===== src/rtl/sha256_ctrl_pkg.sv =====
// Shared widths, state encodings and helpers for the sha256 nonce search controller.
package sha256_ctrl_pkg;

  localparam int MSG_W    = 512;
  localparam int PREFIX_W = 480;
  localparam int NONCE_W  = 32;
  localparam int DIGEST_W = 256;
  localparam int COUNT_W  = 33;

  typedef logic [1:0] state_t;

  localparam state_t IDLE  = 2'd0;
  localparam state_t RUN   = 2'd1;
  localparam state_t DRAIN = 2'd2;

  // Reverse byte order of a nonce word (little-endian header field).
  function automatic logic [NONCE_W-1:0] bswap32(input logic [NONCE_W-1:0] v);
    return {v[7:0], v[15:8], v[23:16], v[31:24]};
  endfunction

endpackage


===== src/rtl/sha256_nonce_track.sv =====
// Delay line of {valid, nonce} matching the sha256 core latency, so each
// returning digest can be paired with the nonce that produced it.
// A synchronous flush drops every in-flight entry.
module sha256_nonce_track
  import sha256_ctrl_pkg::*;
#(
  parameter int DEPTH = 1
) (
  input  logic               clk,
  input  logic               rst_n,
  input  logic               flush,
  input  logic               in_valid,
  input  logic [NONCE_W-1:0] in_nonce,
  output logic               out_valid,
  output logic [NONCE_W-1:0] out_nonce
);

  logic [DEPTH-1:0]   valid_sr;
  logic [NONCE_W-1:0] nonce_sr [DEPTH];

  // Shift the tracking entries one stage per cycle; flush clears the valid bits.
  always_ff @(posedge clk or negedge rst_n) begin
    if (!rst_n) begin
      for (int i = 0; i < DEPTH; i++) begin
        valid_sr[i] <= 1'b0;
        nonce_sr[i] <= '0;
      end
    end else begin
      valid_sr[0] <= in_valid && !flush;
      nonce_sr[0] <= in_nonce;
      for (int i = 1; i < DEPTH; i++) begin
        valid_sr[i] <= valid_sr[i-1] && !flush;
        nonce_sr[i] <= nonce_sr[i-1];
      end
    end
  end

  assign out_valid = valid_sr[DEPTH-1];
  assign out_nonce = nonce_sr[DEPTH-1];

endmodule


===== src/rtl/sha256_nonce_search.sv =====
// Nonce sweep controller for a pipelined single-block sha256 core.
// Issues one message per cycle, pairs returning digests with their nonces,
// and reports the first digest <= target or exhaustion of the range.
// Optional build macro SHA256_NONCE_BSWAP_EN: byte-swap the nonce in core_msg[31:0].
module sha256_nonce_search
  import sha256_ctrl_pkg::*;
#(
  parameter int CORE_LATENCY = 1
) (
  input  logic                clk,
  input  logic                rst_n,
  input  logic                start,
  input  logic                abort,
  input  logic [PREFIX_W-1:0] prefix,
  input  logic [NONCE_W-1:0]  nonce_start,
  input  logic [NONCE_W-1:0]  nonce_end,
  input  logic [DIGEST_W-1:0] target,
  output logic [MSG_W-1:0]    core_msg,
  output logic                core_msg_valid,
  input  logic [DIGEST_W-1:0] core_digest,
  output logic                busy,
  output logic                done,
  output logic                found,
  output logic [NONCE_W-1:0]  found_nonce,
  output logic [DIGEST_W-1:0] found_digest,
  output logic [COUNT_W-1:0]  hash_count
);

  state_t              state;
  logic [PREFIX_W-1:0] prefix_q;
  logic [NONCE_W-1:0]  nonce_q;
  logic [NONCE_W-1:0]  nonce_end_q;
  logic [DIGEST_W-1:0] target_q;

  logic                track_valid;
  logic [NONCE_W-1:0]  track_nonce;
  logic                active;
  logic                hit;
  logic                last_back;
  logic                flush;

  assign active         = (state != IDLE);
  assign busy           = active;
  assign core_msg_valid = (state == RUN);

`ifdef SHA256_NONCE_BSWAP_EN
  assign core_msg = {prefix_q, bswap32(nonce_q)};
`else
  assign core_msg = {prefix_q, nonce_q};
`endif

  // Each nonce is issued exactly once per job, so seeing nonce_end come back
  // identifies the final in-flight digest even for a full 2^32 sweep.
  assign hit       = active && track_valid && (core_digest <= target_q);
  assign last_back = active && track_valid && (track_nonce == nonce_end_q);
  assign flush     = hit || (active && abort);

  sha256_nonce_track #(
    .DEPTH(CORE_LATENCY)
  ) u_track (
    .clk      (clk),
    .rst_n    (rst_n),
    .flush    (flush),
    .in_valid (core_msg_valid),
    .in_nonce (nonce_q),
    .out_valid(track_valid),
    .out_nonce(track_nonce)
  );

  // Job FSM: accept a job, walk the nonce range, then resolve on hit, abort or drain.
  always_ff @(posedge clk or negedge rst_n) begin
    if (!rst_n) begin
      state        <= IDLE;
      prefix_q     <= '0;
      nonce_q      <= '0;
      nonce_end_q  <= '0;
      target_q     <= '0;
      done         <= 1'b0;
      found        <= 1'b0;
      found_nonce  <= '0;
      found_digest <= '0;
      hash_count   <= '0;
    end else begin
      done <= 1'b0;
      case (state)
        IDLE: begin
          if (start && !abort) begin
            prefix_q    <= prefix;
            nonce_q     <= nonce_start;
            nonce_end_q <= nonce_end;
            target_q    <= target;
            hash_count  <= '0;
            found       <= 1'b0;
            state       <= RUN;
          end
        end
        RUN, DRAIN: begin
          if (track_valid) begin
            hash_count <= hash_count + COUNT_W'(1);
          end
          if (hit) begin
            found        <= 1'b1;
            found_nonce  <= track_nonce;
            found_digest <= core_digest;
            done         <= 1'b1;
            state        <= IDLE;
          end else if (abort || last_back) begin
            done  <= 1'b1;
            state <= IDLE;
          end else if (state == RUN) begin
            if (nonce_q == nonce_end_q) begin
              state <= DRAIN;
            end else begin
              nonce_q <= nonce_q + NONCE_W'(1);
            end
          end
        end
        default: state <= IDLE;
      endcase
    end
  end

endmodule

===== config.mk =====
export PLATFORM = sky130hd
export DESIGN_NAME = sha256_nonce_search
export DESIGN_NICKNAME = d
export VERILOG_FILES = /design/src/rtl/sha256_ctrl_pkg.sv /design/src/rtl/sha256_nonce_track.sv /design/src/rtl/sha256_nonce_search.sv
export SDC_FILE = /design/constraint.sdc
export NUM_CORES = 2
export LEC_CHECK = 0
export ABC_AREA = 1
export BUFFER_PORTS_ARGS = -buffer_cell sky130_fd_sc_hd__buf_2
export CORE_AREA = 2 2 741 743
export CTS_CLUSTER_SIZE = 20
export DETAILED_ROUTE_END_ITERATION = 10
export DIE_AREA = 0 0 743 745
export GPL_ROUTABILITY_DRIVEN = 1
export MAX_ROUTING_LAYER = met4
export SETUP_SLACK_MARGIN = 0.02
export SLEW_MARGIN = 40
export SYNTH_ARGS = -nofsm -noshare
export SYNTH_HDL_FRONTEND = slang
export SYNTH_SLANG_ARGS = --single-unit

===== constraint.sdc =====
create_clock -name clk -period 3.3 [get_ports clk]
set_input_delay 0.33 -clock clk [delete_from_list [all_inputs] [get_ports clk]]
set_output_delay 0.33 -clock clk [all_outputs]
set_load 0.02 [all_outputs]

==> flow_summary.yaml <==
run_status:
  outcome: "finished, violations left"
  violations: "negative setup slack"
clock_network:
  cts_tree: "built"
  ctsHtreeMaxLevel: 4
  cts_buffer_depth: 4
  clk_pin_slew_worst_paths_ns: 0.06
  numCtsBuffers: 164
  root_buffer: "clkbuf_16"
  cts.sinks: 1158
  insertion_delay_ns: 0.92
drt:
  via_count: 55100
  wl_met3_mm: 54.3
  drtAntennaViolNets: 0
  wl_per_cell_um: 28.5
  vias_per_cell: 3.40
  dr.max_layer_used: "met4"
  met2_length_mm: 205
  drc: 0
  firstDrtPassIters: 7
  wl_met1_mm: 176
  drtIter0Drc: 4703
  drt-total-wl_mm: 461
synthesis:
  syn-cell-area_mm2: 0.0520
  synth_nets: 6448
  ys_types: 45
  synthTopCellsByArea: "dfrtp_1, mux2_2, nand2_1"
  synth_edf_count: 0
  ys_seq_area_share_pct: 55.7
  yosysWarnings: 0
  synthArstFlopShare_pct: 100
  yosys.area.top_type_share_pct: 55.7
  syn_inst: 5126
  synth_seq_cells: 1158
  avgSynthCellArea_um2: 10.1
  ys.flop_type: "dfrtp_1"
  synth_top_cell_by_area: "dfrtp_1"
setup_path:
  cp_cell_sequence: "clkinvlp_4 > buf_12 > ha_1 > a21oi_1 > nand2_2 > a21oi_4 > nand2_2 > o21bai_2 > nand2_1 > buf_4 > a21oi_1 > buf_4 > nand2_1 > nand2_2 > buf_6 > nand2_8 > nor2_4 > buf_12 > buf_16 > buf_12 > buf_12 > clkbuf_16 > nand2_2 > nand2_1"
  cp.arrival_ns: 4.35
  critPathCaptureType: "flop"
  critPathSlowestCell: "dfrtp_1"
  worstSetupPathType: "reg2reg"
  cpPeakStageDelay_ns: 0.37
  r2r_cells: 24
  crit_fanout: 6
  required_ns: 4.12
  start_kind: "flop"
placement:
  place_ws_ns: -1.12
  dpl.hpwl_mm: 388
  finalWeightedCongestion: 1.03
  dp_cells: 14400
  numPortBuffers: 1896
floorplanning:
  die_area_mm2: 0.554
  core_mm2: 0.546
  num_rows: 272
  die_w_um: 743
  dieHeight_um: 745
  initial_core_util_pct: 9.52
  ios: 1897
power:
  p_total_w: 0.0859
  p_per_area_mw_per_mm2: 911
  ir_drop_v: 0.000648
  power.leakage_nw: 44.7
timing:
  setup_slack_ns: -0.229
  tns_ns: -46.80
  fin_crit_ns: 3.53
  setup_viol: 321
  rsz0062_at_grt: "true"
  hold_violations: 0
  fin_hold_ws_ns: 0.158
  period_share_pct: 107
  max_freq_mhz: 283
  slew_viol_final: 0
  tightest_slew_ns: 1.06
  max-slew-margin-rel_pct: 29.7
  fin_worst_skew_ns: 0.0846
flow_run:
  max_cap_violations: 0
layout:
  layout.nets: 9812
  layout_commonest_cell: "buf_2"
  fin_cells: 16200
  drive_above_1_share_pct: 40.6
  area_growth_pct: 81.3
  mostFrequentLayoutCells: "buf_2, dfrtp_1, dlygate4sd3_1"
  nFillCells: 60800
grt:
  grtUsageTotal_pct: 16.4
  grt_overflow: 0
  grt_max_degree: 133
  grt_pass1_wl_mm: 575
  antenna_found_initial: 418
  grt_pass1_vias: 54600
hold_path:
  worstHoldPathType: "in2async"
sequential cells by signal (all words and copies together) (netlist names):
signal	flops
state	2
hash_count	33
prefix_q	480
nonce_end_q	32
found	1
nonce_q	32
done	1
found_digest	256
found_nonce	32
u_track.out_valid	1
u_track.out_nonce	32
target_q	256
synthesized netlist by cell type (2+ instances only):
master    number
xnor2_1       43
nor2_1       408
a21oi_1      400
nor2_4         3
buf_1          5
mux2_2       502
dfrtp_1     1158
o31ai_1        8
nand3_2        3
o22ai_1        4
a21o_1        13
and2_1         3
nor3_1        32
inv_1        410
clkbuf_1     195
o21ai_1        4
nand3b_1       2
nand2_1     1079
nor3_4         4
nand3_1       42
nor4_1        18
xor2_1        27
nand4_1       74
nor3_2         3
o21ai_0      338
nand2_2        4
ha_1         262
and3_1         4
a22o_1         3
buf_2         36
or2_2          4
o21a_1        19
o21bai_1       4
per-stage QoR:
stage / util [%] / instance area [um^2]
6_report: 17.3 / 94300
3_5_place_dp: 13.5 / 73700
3_3_place_gp: 13.5 / 73700
4_1_cts: 16.9 / 92200
2_1_floorplan: - / 52000
5_1_grt: 17.2 / 94200
power breakdown:
group | switching [W] | internal (W) | leakage (nW)
clock network | 0.00784 | 0.0112 | 2.73
registers | 0.00441 | 0.0208 | 13.8
logic | 0.0274 | 0.0142 | 28.2
total | 0.0397 | 0.0462 | 44.7
final cells by class:
class	instances	area, um^2	share of cell area [%]
antenna	317	793	0.841
multi-input combinational	3320	22000	23.3
timing repair buffer	3434	26300	27.9
clock inverter	71	975	1.03
sequential	1158	29000	30.7
tap	7261	9080	9.64
inverter	412	1590	1.69
clock buffer	218	4590	4.86
cell families after synthesis:
logic type               share of synthesized area (%)
AO/OA/AOI/OAI                                     7.96
XOR/XNOR                                          1.18
flip-flops                                        55.7
multiplexers                                      10.9
adder cells (fa/ha/maj)                           6.30
AND/OR/NAND/NOR                                   13.2
buffers and inverters                             4.76
worst max-delay path: cells and delay by family (launching register included):
family,cells,cell delay [ns]
buf+inv,10,1.37
simple gates,9,0.66
fa+ha+maj,1,0.31
flops,1,0.37
compound gates,4,0.71
metal layers:
metal	track usage, %	vias up
met5	-	-
met4	7.11	0
met3	7.49	901
met2	25.2	3014
met1	18.1	27000
li1	-	24200
path summary, 6_finish.rpt:
kind / slack [ns] / to / start
worst min register to register: 0.45 / found_nonce[3]$_DFFE_PN0P_ / u_track.out_nonce[3]$_DFF_PN0_
worst max-delay path: -0.23 / found_digest[72]$_DFFE_PN0P_ / target_q[155]$_DFFE_PN0P_
worst min-delay path: 0.16 / hash_count[1]$_DFFE_PN0P_ / rst_n
min in group clk: 0.20 / prefix_q[14]$_DFFE_PN0P_ / prefix[14]
max in group asynchronous: 2.04 / prefix_q[20]$_DFFE_PN0P_ / rst_n
worst max register to register: -0.23 / found_digest[72]$_DFFE_PN0P_ / target_q[155]$_DFFE_PN0P_
repair_timing:
| action | CTS | global route |
|---|---|---|
| buffers inserted | 44 | 8 |
| setup endpoints to repair | 325 | 328 |
| pin swaps | 15 | 56 |
| hold buffers | 1060 | 0 |
| hold endpoints to repair | 1393 | 0 |
| gates cloned | 40 | 8 |
| gates resized for setup | 248 | 394 |
Note: power is estimated with default switching activity, not from simulation.
